--- src/rtl/result_box_emitter_if.sv ---
// Box stream from the emitter to the overlay/display stage.
// A box is accepted on any cycle with o_box_valid && box_ready.
interface result_box_emitter_if #(
  parameter int DW = 12,
  parameter int SW = 3
);
  logic          o_box_valid;
  logic          box_ready;
  logic [DW-1:0] o_box_x0;
  logic [DW-1:0] o_box_y0;
  logic [DW-1:0] o_box_x1;
  logic [DW-1:0] o_box_y1;
  logic [SW-1:0] o_box_scale;

  modport master (
    output o_box_valid, o_box_x0, o_box_y0, o_box_x1, o_box_y1, o_box_scale,
    input  box_ready
  );

  modport slave (
    input  o_box_valid, o_box_x0, o_box_y0, o_box_x1, o_box_y1, o_box_scale,
    output box_ready
  );
endinterface

--- src/rtl/result_box_emitter.sv ---
// Drains (x, y, mask) records from the result FIFO and emits one clipped box per set mask bit.
// First box 8 cycles after start; a held box (box_ready low) stalls further FIFO reads.
module result_box_emitter #(
  parameter int DATA_WIDTH_12 = 12,
  parameter int NUM_RESIZE    = 5,
  parameter int BASE_WINDOW   = 24,
  parameter int WINDOW_STEP   = 6,
  parameter int IMAGE_WIDTH   = 320,
  parameter int IMAGE_HEIGHT  = 240
) (
  input  logic                     clk,
  input  logic                     reset,
  input  logic                     start,
  input  logic [DATA_WIDTH_12-1:0] result_count,
  output logic                     o_read_req,
  input  logic [DATA_WIDTH_12-1:0] data_in,
  result_box_emitter_if.master     box,
  output logic                     o_busy,
  output logic                     o_done,
  output logic                     o_error
);

  localparam int DW = DATA_WIDTH_12;
  localparam logic [DW:0] XMAX = (DW+1)'(IMAGE_WIDTH - 1);
  localparam logic [DW:0] YMAX = (DW+1)'(IMAGE_HEIGHT - 1);

  typedef enum logic [2:0] {
    S_IDLE, S_REQ, S_WAIT, S_EXPAND, S_EMIT, S_DONE
  } state_t;

  state_t                r_state, w_next;
  logic [DW-1:0]         r_nrec;
  logic [1:0]            r_widx;
  logic [DW-1:0]         r_ori_x, r_ori_y;
  logic [NUM_RESIZE-1:0] r_mask;
  logic                  r_error;
  logic [DW-1:0]         r_box_x0, r_box_y0, r_box_x1, r_box_y1;
  logic [2:0]            r_box_k;

  logic [2:0]            w_k;
  logic [DW:0]           w_size, w_x_sum, w_y_sum;
  logic [DW-1:0]         w_x1, w_y1;
  logic                  w_mask_any;

  always_ff @(posedge clk) begin
    if (reset) r_state <= S_IDLE;
    else       r_state <= w_next;
  end

  always_comb begin
    w_next     = r_state;
    o_read_req = 1'b0;
    o_busy     = 1'b1;
    o_done     = 1'b0;
    case (r_state)
      S_IDLE: begin
        o_busy = 1'b0;
        if (start) w_next = (result_count < DW'(3)) ? S_DONE : S_REQ;
      end
      S_REQ: begin
        o_read_req = 1'b1;
        w_next     = S_WAIT;
      end
      S_WAIT:   w_next = (r_widx == 2'd2) ? S_EXPAND : S_REQ;
      S_EXPAND: begin
        if (w_mask_any)               w_next = S_EMIT;
        else if (r_nrec == DW'(1))    w_next = S_DONE;
        else                          w_next = S_REQ;
      end
      S_EMIT:   if (box.box_ready) w_next = S_EXPAND;
      S_DONE: begin
        o_done = 1'b1;
        w_next = S_IDLE;
      end
      default:  w_next = S_IDLE;
    endcase
  end

  // Lowest set bit wins: scan from the top so the last hit is the lowest index.
  always_comb begin
    w_k = 3'd0;
    for (int i = NUM_RESIZE - 1; i >= 0; i--) begin
      if (r_mask[i]) w_k = 3'(i);
    end
  end

  assign w_mask_any = |r_mask;
  assign w_size     = (DW+1)'(BASE_WINDOW + WINDOW_STEP * int'(w_k));
  assign w_x_sum    = {1'b0, r_ori_x} + w_size - (DW+1)'(1);
  assign w_y_sum    = {1'b0, r_ori_y} + w_size - (DW+1)'(1);
  assign w_x1       = (w_x_sum > XMAX) ? XMAX[DW-1:0] : w_x_sum[DW-1:0];
  assign w_y1       = (w_y_sum > YMAX) ? YMAX[DW-1:0] : w_y_sum[DW-1:0];

  always_ff @(posedge clk) begin
    if (reset) begin
      r_nrec   <= '0;
      r_widx   <= '0;
      r_ori_x  <= '0;
      r_ori_y  <= '0;
      r_mask   <= '0;
      r_error  <= 1'b0;
      r_box_x0 <= '0;
      r_box_y0 <= '0;
      r_box_x1 <= '0;
      r_box_y1 <= '0;
      r_box_k  <= '0;
    end else begin
      case (r_state)
        S_IDLE: begin
          if (start) begin
            r_nrec  <= result_count / DW'(3);
            r_error <= (result_count % DW'(3)) != '0;
            r_widx  <= '0;
          end
        end
        S_WAIT: begin
          case (r_widx)
            2'd0:    r_ori_x <= data_in;
            2'd1:    r_ori_y <= data_in;
            default: r_mask  <= data_in[NUM_RESIZE-1:0];
          endcase
          r_widx <= (r_widx == 2'd2) ? 2'd0 : r_widx + 2'd1;
        end
        S_EXPAND: begin
          if (w_mask_any) begin
            r_box_x0 <= r_ori_x;
            r_box_y0 <= r_ori_y;
            r_box_x1 <= w_x1;
            r_box_y1 <= w_y1;
            r_box_k  <= w_k;
          end else begin
            r_nrec <= r_nrec - DW'(1);
          end
        end
        // The mask is untouched since EXPAND, so its lowest set bit is the box just sent.
        S_EMIT: if (box.box_ready) r_mask <= r_mask & (r_mask - NUM_RESIZE'(1));
        default: ;
      endcase
    end
  end

  assign box.o_box_valid = (r_state == S_EMIT);
  assign box.o_box_x0    = r_box_x0;
  assign box.o_box_y0    = r_box_y0;
  assign box.o_box_x1    = r_box_x1;
  assign box.o_box_y1    = r_box_y1;
  assign box.o_box_scale = r_box_k;
  assign o_error         = r_error;

endmodule

--- src/flat_wrapper.sv ---
// flat-port wrapper written by rule: the top's interface ports become plain ports
module result_box_emitter_flat 
#(
  parameter int DATA_WIDTH_12 = 12,
  parameter int NUM_RESIZE    = 5,
  parameter int BASE_WINDOW   = 24,
  parameter int WINDOW_STEP   = 6,
  parameter int IMAGE_WIDTH   = 320,
  parameter int IMAGE_HEIGHT  = 240
)
  (clk, reset, start, result_count, o_read_req, data_in, o_busy, o_done, o_error, box_o_box_valid, box_o_box_x0, box_o_box_y0, box_o_box_x1, box_o_box_y1, box_o_box_scale, box_box_ready);
  result_box_emitter_if box_i ();
  input  logic clk;
  input  logic reset;
  input  logic start;
  input  logic [DATA_WIDTH_12-1:0] result_count;
  output logic o_read_req;
  input  logic [DATA_WIDTH_12-1:0] data_in;
  output logic o_busy;
  output logic o_done;
  output logic o_error;
  output wire logic [$bits(box_i.o_box_valid)-1:0] box_o_box_valid;
  output wire logic [$bits(box_i.o_box_x0)-1:0] box_o_box_x0;
  output wire logic [$bits(box_i.o_box_y0)-1:0] box_o_box_y0;
  output wire logic [$bits(box_i.o_box_x1)-1:0] box_o_box_x1;
  output wire logic [$bits(box_i.o_box_y1)-1:0] box_o_box_y1;
  output wire logic [$bits(box_i.o_box_scale)-1:0] box_o_box_scale;
  input wire logic [$bits(box_i.box_ready)-1:0] box_box_ready;
  assign box_o_box_valid = box_i.o_box_valid;
  assign box_o_box_x0 = box_i.o_box_x0;
  assign box_o_box_y0 = box_i.o_box_y0;
  assign box_o_box_x1 = box_i.o_box_x1;
  assign box_o_box_y1 = box_i.o_box_y1;
  assign box_o_box_scale = box_i.o_box_scale;
  assign box_i.box_ready = box_box_ready;
  result_box_emitter #(.DATA_WIDTH_12(DATA_WIDTH_12), .NUM_RESIZE(NUM_RESIZE), .BASE_WINDOW(BASE_WINDOW), .WINDOW_STEP(WINDOW_STEP), .IMAGE_WIDTH(IMAGE_WIDTH), .IMAGE_HEIGHT(IMAGE_HEIGHT)) u_core (.clk(clk), .reset(reset), .start(start), .result_count(result_count), .o_read_req(o_read_req), .data_in(data_in), .box(box_i), .o_busy(o_busy), .o_done(o_done), .o_error(o_error));
endmodule
--- config.mk ---
export PLATFORM = sky130hd
export DESIGN_NAME = result_box_emitter_flat
export DESIGN_NICKNAME = d
export VERILOG_FILES = /design/src/rtl/result_box_emitter_if.sv /design/src/rtl/result_box_emitter.sv /design/src/flat_wrapper.sv
export SDC_FILE = /design/constraint.sdc
export NUM_CORES = 1
export LEC_CHECK = 0
export ABC_AREA = 1
export BUFFER_PORTS_ARGS = -buffer_cell sky130_fd_sc_hd__buf_4
export CAP_MARGIN = 10
export CORE_ASPECT_RATIO = 0.6
export CORE_MARGIN = 4
export CORE_UTILIZATION = 37
export CTS_CLUSTER_SIZE = 40
export DETAILED_ROUTE_END_ITERATION = 16
export PLACE_DENSITY_LB_ADDON = 0.15
export SYNTH_ARGS = -nofsm -noshare
export SYNTH_HDL_FRONTEND = slang
export SYNTH_SLANG_ARGS = --single-unit
--- constraint.sdc ---
create_clock -name clk -period 7.8 [get_ports clk]
set_clock_uncertainty 0.05 [all_clocks]
set_input_delay 2.34 -clock clk [delete_from_list [all_inputs] [get_ports clk]]
set_output_delay 2.34 -clock clk [all_outputs]
set_load 0.03 [all_outputs]
== After elaboration in Yosys (flattened, before gate mapping) ==
Cells that the tools add are included.
Word-level totals
  register bits: 98
  latch bits: 0
  bits in writable memories: 0
  bits in read-only memories: 0
  word-level logic and storage cells: 81
  memories: 0
Cells by class
  add/sub/neg operators: 8
  multiply operators: 1
  divide/modulo/power cells: 2
  order comparisons: 3
  equal/unequal tests: 12
  shifts and indexed selects: 0
  mux-type cells: 26
  bitwise logic cells: 1
  reduce and logical (&&, ||, !) cells: 16
Operators by type and width (count)
  12-bit 2-to-1 mux: 4
  3-bit 2-to-1 mux: 10
  12-bit by 13-bit adder with 13-bit output: 2
  13-bit by 1-bit subtractor with 13-bit output, second input constant: 2
  12-bit one-hot mux with 2 select lines: 1
  3-bit one-hot mux with 5 select lines: 1
  6-bit by 13-bit adder with 13-bit output, first input constant: 1
  13-bit by 8-bit > comparator with 1-bit output, second input constant: 1
  13-bit by 9-bit > comparator with 1-bit output, second input constant: 1
  12-bit by 2-bit divider with 12-bit output, second input constant: 1
  12-bit by 1-bit == test with 1-bit output, second input constant: 1
  12-bit by 2-bit < comparator with 1-bit output, second input constant: 1
  12-bit by 2-bit remainder unit with 12-bit output, second input constant: 1
  2-bit AND reduction: 6
  12-bit nonzero test: 1
  12-bit by 1-bit subtractor with 12-bit output, second input constant: 1
  5-bit 2-to-1 mux: 2
  5-bit one-hot mux with 2 select lines: 1
  3-bit by 2-bit == test with 1-bit output, second input constant: 2
  3-bit == test, second input constant: 2
  2-bit 2-to-1 mux: 3
  2-bit inequality test, second input constant: 3
  3-bit AND reduction: 2
  2-bit nonzero test: 3
  14 further kinds: 16

== Logic depth before layout (Yosys ltp) ==
  depth in word-level cells: 11
  depth in mapped cells: 36
  depth with buffers taken out: 36

== Worst setup path before layout ==
Ideal clock, no wire load.
  path kind: input to register
  from: input port result_count[11]
  to: register u_core.r_error (netlist: u_core.o_error)
  setup time: 129 ps
  arrival time: 5431 ps
  data required time: 7621 ps
  slack: 2190 ps
  stages on the path: 32
  buffers on the path: 0
  cell sequence: inv_1 > nand2_1 > nand3_1 > nand2_1 > nor2_1 > nor2_2 > o21ai_2 > nand3_1 > nand3_1 > nand2_1 > nand3_1 > nand2_1 > o21ai_2 > nand3_1 > nand3_1 > nand2_1 > a21oi_1 > nor2_1 > ha_1 > a21oi_4 > nand2_4 > nand2_1 > nand2_1 > ha_1 > nor2_1 > nand2_1 > nor2_1 > nand2_1 > nand2_1 > nand2_1 > nor2_1 > a21oi_1
Between the ends
  longest elaborated chain between the ends: 2
RTL lines
  start: declaration: line flat_wrapper.sv:16  | input logic [DATA_WIDTH_12-1:0] result_count;
  12-bit by 2-bit remainder unit with 12-bit output: line result_box_emitter.sv:112  | r_error <= (result_count % DW'(3)) != '0;
  12-bit nonzero test: line result_box_emitter.sv:112
  end signal: assignment: line result_box_emitter.sv:101  | r_error <= 1'b0;
  end signal: assignment: line result_box_emitter.sv:112
  end: declaration: line result_box_emitter.sv:36  | logic r_error;
Every way passes these cells.
A chain may end at the register's enable or synchronous reset.

== Worst setup path in the final report ==
Same ends and word-level chain as after synthesis.

==> flow_summary.html <==
<table>
<tr><th>Metric</th><th>Value</th></tr>
<tr><th colspan="2">Timing</th></tr>
<tr><td>Period Utilization, post-route</td><td>0.748</td></tr>
<tr><td>Hold Vio Cnt, Final</td><td>0</td></tr>
<tr><td>Headroom to the max-slew limit</td><td>0.320</td></tr>
<tr><td>Sum Neg Setup Slack</td><td>0 ns</td></tr>
<tr><td>Final count of pins violating max slew</td><td>0</td></tr>
<tr><td>Slack of the critical path</td><td>1.97 ns</td></tr>
<tr><td>Endpoints failing setup</td><td>0</td></tr>
<tr><td>Maximum clock frequency</td><td>171 MHz</td></tr>
<tr><td>Slew at the pin closest to its max-slew limit</td><td>1.02 ns</td></tr>
<tr><td>RSZ-0062 raised after global routing</td><td>false</td></tr>
<tr><td>Worst Hold Margin</td><td>0.390 ns</td></tr>
<tr><td>Shortest clock period the worst path allows after layout</td><td>5.83 ns</td></tr>
<tr><th colspan="2">Clock tree</th></tr>
<tr><td>CTS tree</td><td>built</td></tr>
<tr><td>Cts hold-fix bufs</td><td>0</td></tr>
<tr><td>Clk sink count</td><td>98</td></tr>
<tr><td>Number of H-tree levels</td><td>3</td></tr>
<tr><td>Number of buffers on the longest clock path</td><td>2</td></tr>
<tr><td>CTS clock-pin slew for the worst setup and hold paths</td><td>0.07 ns</td></tr>
<tr><td>TritonCTS buffer count</td><td>9</td></tr>
<tr><td>Root buffer cell</td><td>sky130_fd_sc_hd__clkbuf_16</td></tr>
<tr><td>Quantity of gates resized following cts</td><td>0</td></tr>
<tr><td>Post-CTS setup repair buffer count</td><td>0</td></tr>
<tr><td>Clock Latency Late Sink</td><td>0.34 ns</td></tr>
<tr><th colspan="2">Placement</th></tr>
<tr><td>Final weighted congestion in routability-driven placement</td><td>0.819</td></tr>
<tr><td>Placed cell area</td><td>6450 µm²</td></tr>
<tr><td>Number of input and output port buffers inserted</td><td>83</td></tr>
<tr><td>Dpl cells</td><td>1051</td></tr>
<tr><td>DP Worst Slack</td><td>1.65 ns</td></tr>
<tr><td>Placed wire-length estimate</td><td>11700 µm</td></tr>
<tr><th colspan="2">Routing</th></tr>
<tr><td>Vias</td><td>5172</td></tr>
<tr><td>Routed wire length</td><td>15300 µm</td></tr>
<tr><td>Length of the first detailed-routing pass in iterations</td><td>5</td></tr>
<tr><td>Detail Route met2 WL</td><td>5500 µm</td></tr>
<tr><td>Detail Route Antenna Nets</td><td>0</td></tr>
<tr><td>Initial DRC Count</td><td>414</td></tr>
<tr><td>Average detailed-routed wire length per instance</td><td>14.3 µm</td></tr>
<tr><td>Average via count per standard cell</td><td>4.85</td></tr>
<tr><td>Met1 wire length</td><td>8870 µm</td></tr>
<tr><td>Post-detailed-route DRC marker count</td><td>0</td></tr>
<tr><td>Highest signal layer in the routed design</td><td>met4</td></tr>
<tr><td>Met3 layer wire length in the routed design</td><td>845 µm</td></tr>
<tr><th colspan="2">Critical path</th></tr>
<tr><td>Data arrival at the endpoint of the critical path</td><td>6.00 ns</td></tr>
<tr><td>Reg-to-Reg End</td><td>u_core.box.o_box_x1[6]</td></tr>
<tr><td>Critical path peak fanout</td><td>8</td></tr>
<tr><td>Internal reg-to-reg setup slack</td><td>2.44 ns</td></tr>
<tr><td>WS Path Type</td><td>in -&gt; reg</td></tr>
<tr><td>Worst path max stage delay</td><td>0.28 ns</td></tr>
<tr><td>R2r worst-path depth</td><td>25</td></tr>
<tr><td>Nature of the critical path endpoint</td><td>flip-flop</td></tr>
<tr><td>Required time at the worst-slack endpoint</td><td>7.96 ns</td></tr>
<tr><td>Most used cell, CP</td><td>sky130_fd_sc_hd__nand2_1</td></tr>
<tr><td>Standard cell with the maximum stage delay on the critical path</td><td>sky130_fd_sc_hd__ha_1</td></tr>
<tr><td>Reg2reg start</td><td>u_core.r_mask[0]</td></tr>
<tr><td>Type of element launching the critical path</td><td>input port</td></tr>
<tr><th colspan="2">Die</th></tr>
<tr><td>Horizontal extent of the die</td><td>168 µm</td></tr>
<tr><td>Top Ports</td><td>84</td></tr>
<tr><td>Initial Util</td><td>0.384</td></tr>
<tr><td>Area enclosed by the die boundary</td><td>17400 µm²</td></tr>
<tr><td>Total number of placement rows</td><td>34</td></tr>
<tr><td>Overall die height</td><td>104 µm</td></tr>
<tr><td>Placeable Area</td><td>14700 µm²</td></tr>
<tr><th colspan="2">Global route</th></tr>
<tr><td>Antenna violations before repair</td><td>0</td></tr>
<tr><td>Number of global-route vias before repair</td><td>4677</td></tr>
<tr><td>Wire length of the first global-routing pass</td><td>24800 µm</td></tr>
<tr><td>Pin count of the biggest net entering global routing</td><td>69</td></tr>
<tr><td>Global route total overflow</td><td>0</td></tr>
<tr><td>Total routing usage reported by global routing</td><td>0.173</td></tr>
<tr><th colspan="2">Hold path</th></tr>
<tr><td>End point of the worst hold path</td><td>u_core.box.o_box_y1[8]</td></tr>
<tr><td>Number of instances on the worst hold path</td><td>2</td></tr>
<tr><td>Hold_sp</td><td>u_core.box.o_box_y1[8]</td></tr>
<tr><td>Worst hold path class</td><td>reg -&gt; reg</td></tr>
<tr><th colspan="2">Status</th></tr>
<tr><td>Outcome</td><td>finished, final reports clean</td></tr>
<tr><th colspan="2">Layout</th></tr>
<tr><td>Area overhead of the layout relative to synthesis</td><td>19.3%</td></tr>
<tr><td>Most used cells in the layout excluding fill and tap cells</td><td>sky130_fd_sc_hd__inv_1, sky130_fd_sc_hd__nand2_1, sky130_fd_sc_hd__a21oi_1</td></tr>
<tr><td>Cell area after layout</td><td>6740 µm²</td></tr>
<tr><td>Final std cells w/o fill</td><td>1067</td></tr>
<tr><td>Most common cell after layout, fill and taps aside</td><td>sky130_fd_sc_hd__inv_1</td></tr>
<tr><td>Net count, final</td><td>940</td></tr>
<tr><td>Final core utilization</td><td>0.458</td></tr>
<tr><td>Share of post-route cells with drive strength above 1</td><td>0.135</td></tr>
<tr><td>Filler instances</td><td>1499</td></tr>
<tr><td>Diode count</td><td>0</td></tr>
<tr><th colspan="2">Power</th></tr>
<tr><td>Worst vdd ir</td><td>0.103 mV</td></tr>
<tr><td>Pwr dens</td><td>187 nW/µm²</td></tr>
<tr><td>Leakage power</td><td>3.20 nW</td></tr>
<tr><td>Total power</td><td>1.26 mW</td></tr>
<tr><th colspan="2">Yosys</th></tr>
<tr><td>Top FF cell, synth</td><td>sky130_fd_sc_hd__dfxtp_1</td></tr>
<tr><td>Post-synthesis sequential area ratio</td><td>0.347</td></tr>
<tr><td>Syn Area/Cell</td><td>7.14 µm²</td></tr>
<tr><td>Net count after synthesis</td><td>867</td></tr>
<tr><td>Total of warnings raised by yosys</td><td>0</td></tr>
<tr><td>Cell count after synthesis</td><td>791</td></tr>
<tr><td>Flip-flop and latch count after synthesis</td><td>98</td></tr>
<tr><td>Most area-hungry cell type in the Yosys netlist</td><td>sky130_fd_sc_hd__dfxtp_1</td></tr>
<tr><td>Share of async-settable or async-resettable flops after synthesis</td><td>0</td></tr>
<tr><td>Number of enable flip-flop cells after synthesis</td><td>0</td></tr>
<tr><td>Number of distinct standard cells referenced by the synthesized netlist</td><td>39</td></tr>
<tr><td>Summed instance area of the synthesized netlist</td><td>5650 µm²</td></tr>
<tr><td>Share of the synthesized area in the top cell type</td><td>0.347</td></tr>
<tr><td>Top cells by area in the synthesized netlist</td><td>sky130_fd_sc_hd__dfxtp_1, sky130_fd_sc_hd__ha_1, sky130_fd_sc_hd__a21oi_1</td></tr>
<tr><th colspan="2">Job</th></tr>
<tr><td>Number of maximum-capacitance constraint violations</td><td>0</td></tr>
</table>
-- report_power, final --
group | switching, mW | internal, mW | total [mW]
registers | 0.0128 | 0.515 | 0.528
clock network | 0.204 | 0.250 | 0.453
logic | 0.180 | 0.101 | 0.280
-- area by class of cell --
class,instances,area [µm²],share of cell area
Tap cell,198,248,0.0368
Multi-Input combinational cell,530,3080,0.456
Clock buffer,12,236,0.0351
Inverter,140,526,0.0780
Clock inverter,4,52.6,0.00780
Timing Repair Buffer,85,638,0.0947
Sequential cell,98,1960,0.291
-- worst max-delay path by stage --
stage                           startpoint        endpoint  slack (ns)  cells after the start
after detailed placement  result_count[11]  u_core.o_error        1.65                     33
after global routing      result_count[11]  u_core.o_error        1.43                     33
after floorplan           result_count[11]  u_core.o_error        2.19                     32
after CTS                 result_count[11]  u_core.o_error        2.02                     33
after global placement    result_count[11]  u_core.o_error        1.73                     33
final                     result_count[11]  u_core.o_error        1.97                     33
-- logic make-up (layout without fill, tap and decap cells) --
logic type | after synthesis | count (layout) | share of synthesized area
xor+xnor | 22 | 22 | 0.0341
fa+ha+maj | 48 | 48 | 0.112
buf+inv | 163 | 241 | 0.108
compound gates | 221 | 221 | 0.217
simple gates | 239 | 239 | 0.182
flops | 98 | 98 | 0.347
-- worst max-delay path, delay by kind of cell --
| kind | cells | cell delay (ns) |
|---|---|---|
| AND/OR/NAND/NOR | 24 | 2.19 |
| buffers and inverters | 2 | 0.22 |
| adder cells (fa/ha/maj) | 2 | 0.52 |
| AO/OA/AOI/OAI | 5 | 0.71 |
-- synth_stat cells (5+ instances only) --
library cell,number
sky130_fd_sc_hd__inv_1,137
sky130_fd_sc_hd__clkbuf_1,22
sky130_fd_sc_hd__nand4_1,6
sky130_fd_sc_hd__nor2_1,53
sky130_fd_sc_hd__o21ai_0,73
sky130_fd_sc_hd__xor2_1,19
sky130_fd_sc_hd__o21ai_2,5
sky130_fd_sc_hd__dfxtp_1,98
sky130_fd_sc_hd__nor3_1,12
sky130_fd_sc_hd__nand3_1,46
sky130_fd_sc_hd__nand2_1,110
sky130_fd_sc_hd__o21bai_1,10
sky130_fd_sc_hd__a21oi_1,109
sky130_fd_sc_hd__ha_1,44
-- routing by layer --
metal	GRT usage	vias up
li1	-	2755
met1	0.296	2287
met2	0.216	122
met3	0.0377	8
met4	0.0226	0
met5	0	-
-- sequential cells by signal, summed over array words and instances, names as in the netlist --
| register | flops |
|---|---|
| u_core.r_state | 3 |
| u_core.box.o_box_x0 | 12 |
| u_core.box.o_box_scale | 3 |
| u_core.r_ori_x | 12 |
| u_core.r_widx | 2 |
| u_core.r_nrec | 12 |
| u_core.r_mask | 5 |
| u_core.o_error | 1 |
| u_core.r_ori_y | 12 |
| u_core.box.o_box_x1 | 12 |
| u_core.box.o_box_y0 | 12 |
| u_core.box.o_box_y1 | 12 |
Power figures use the tool's default switching activity.
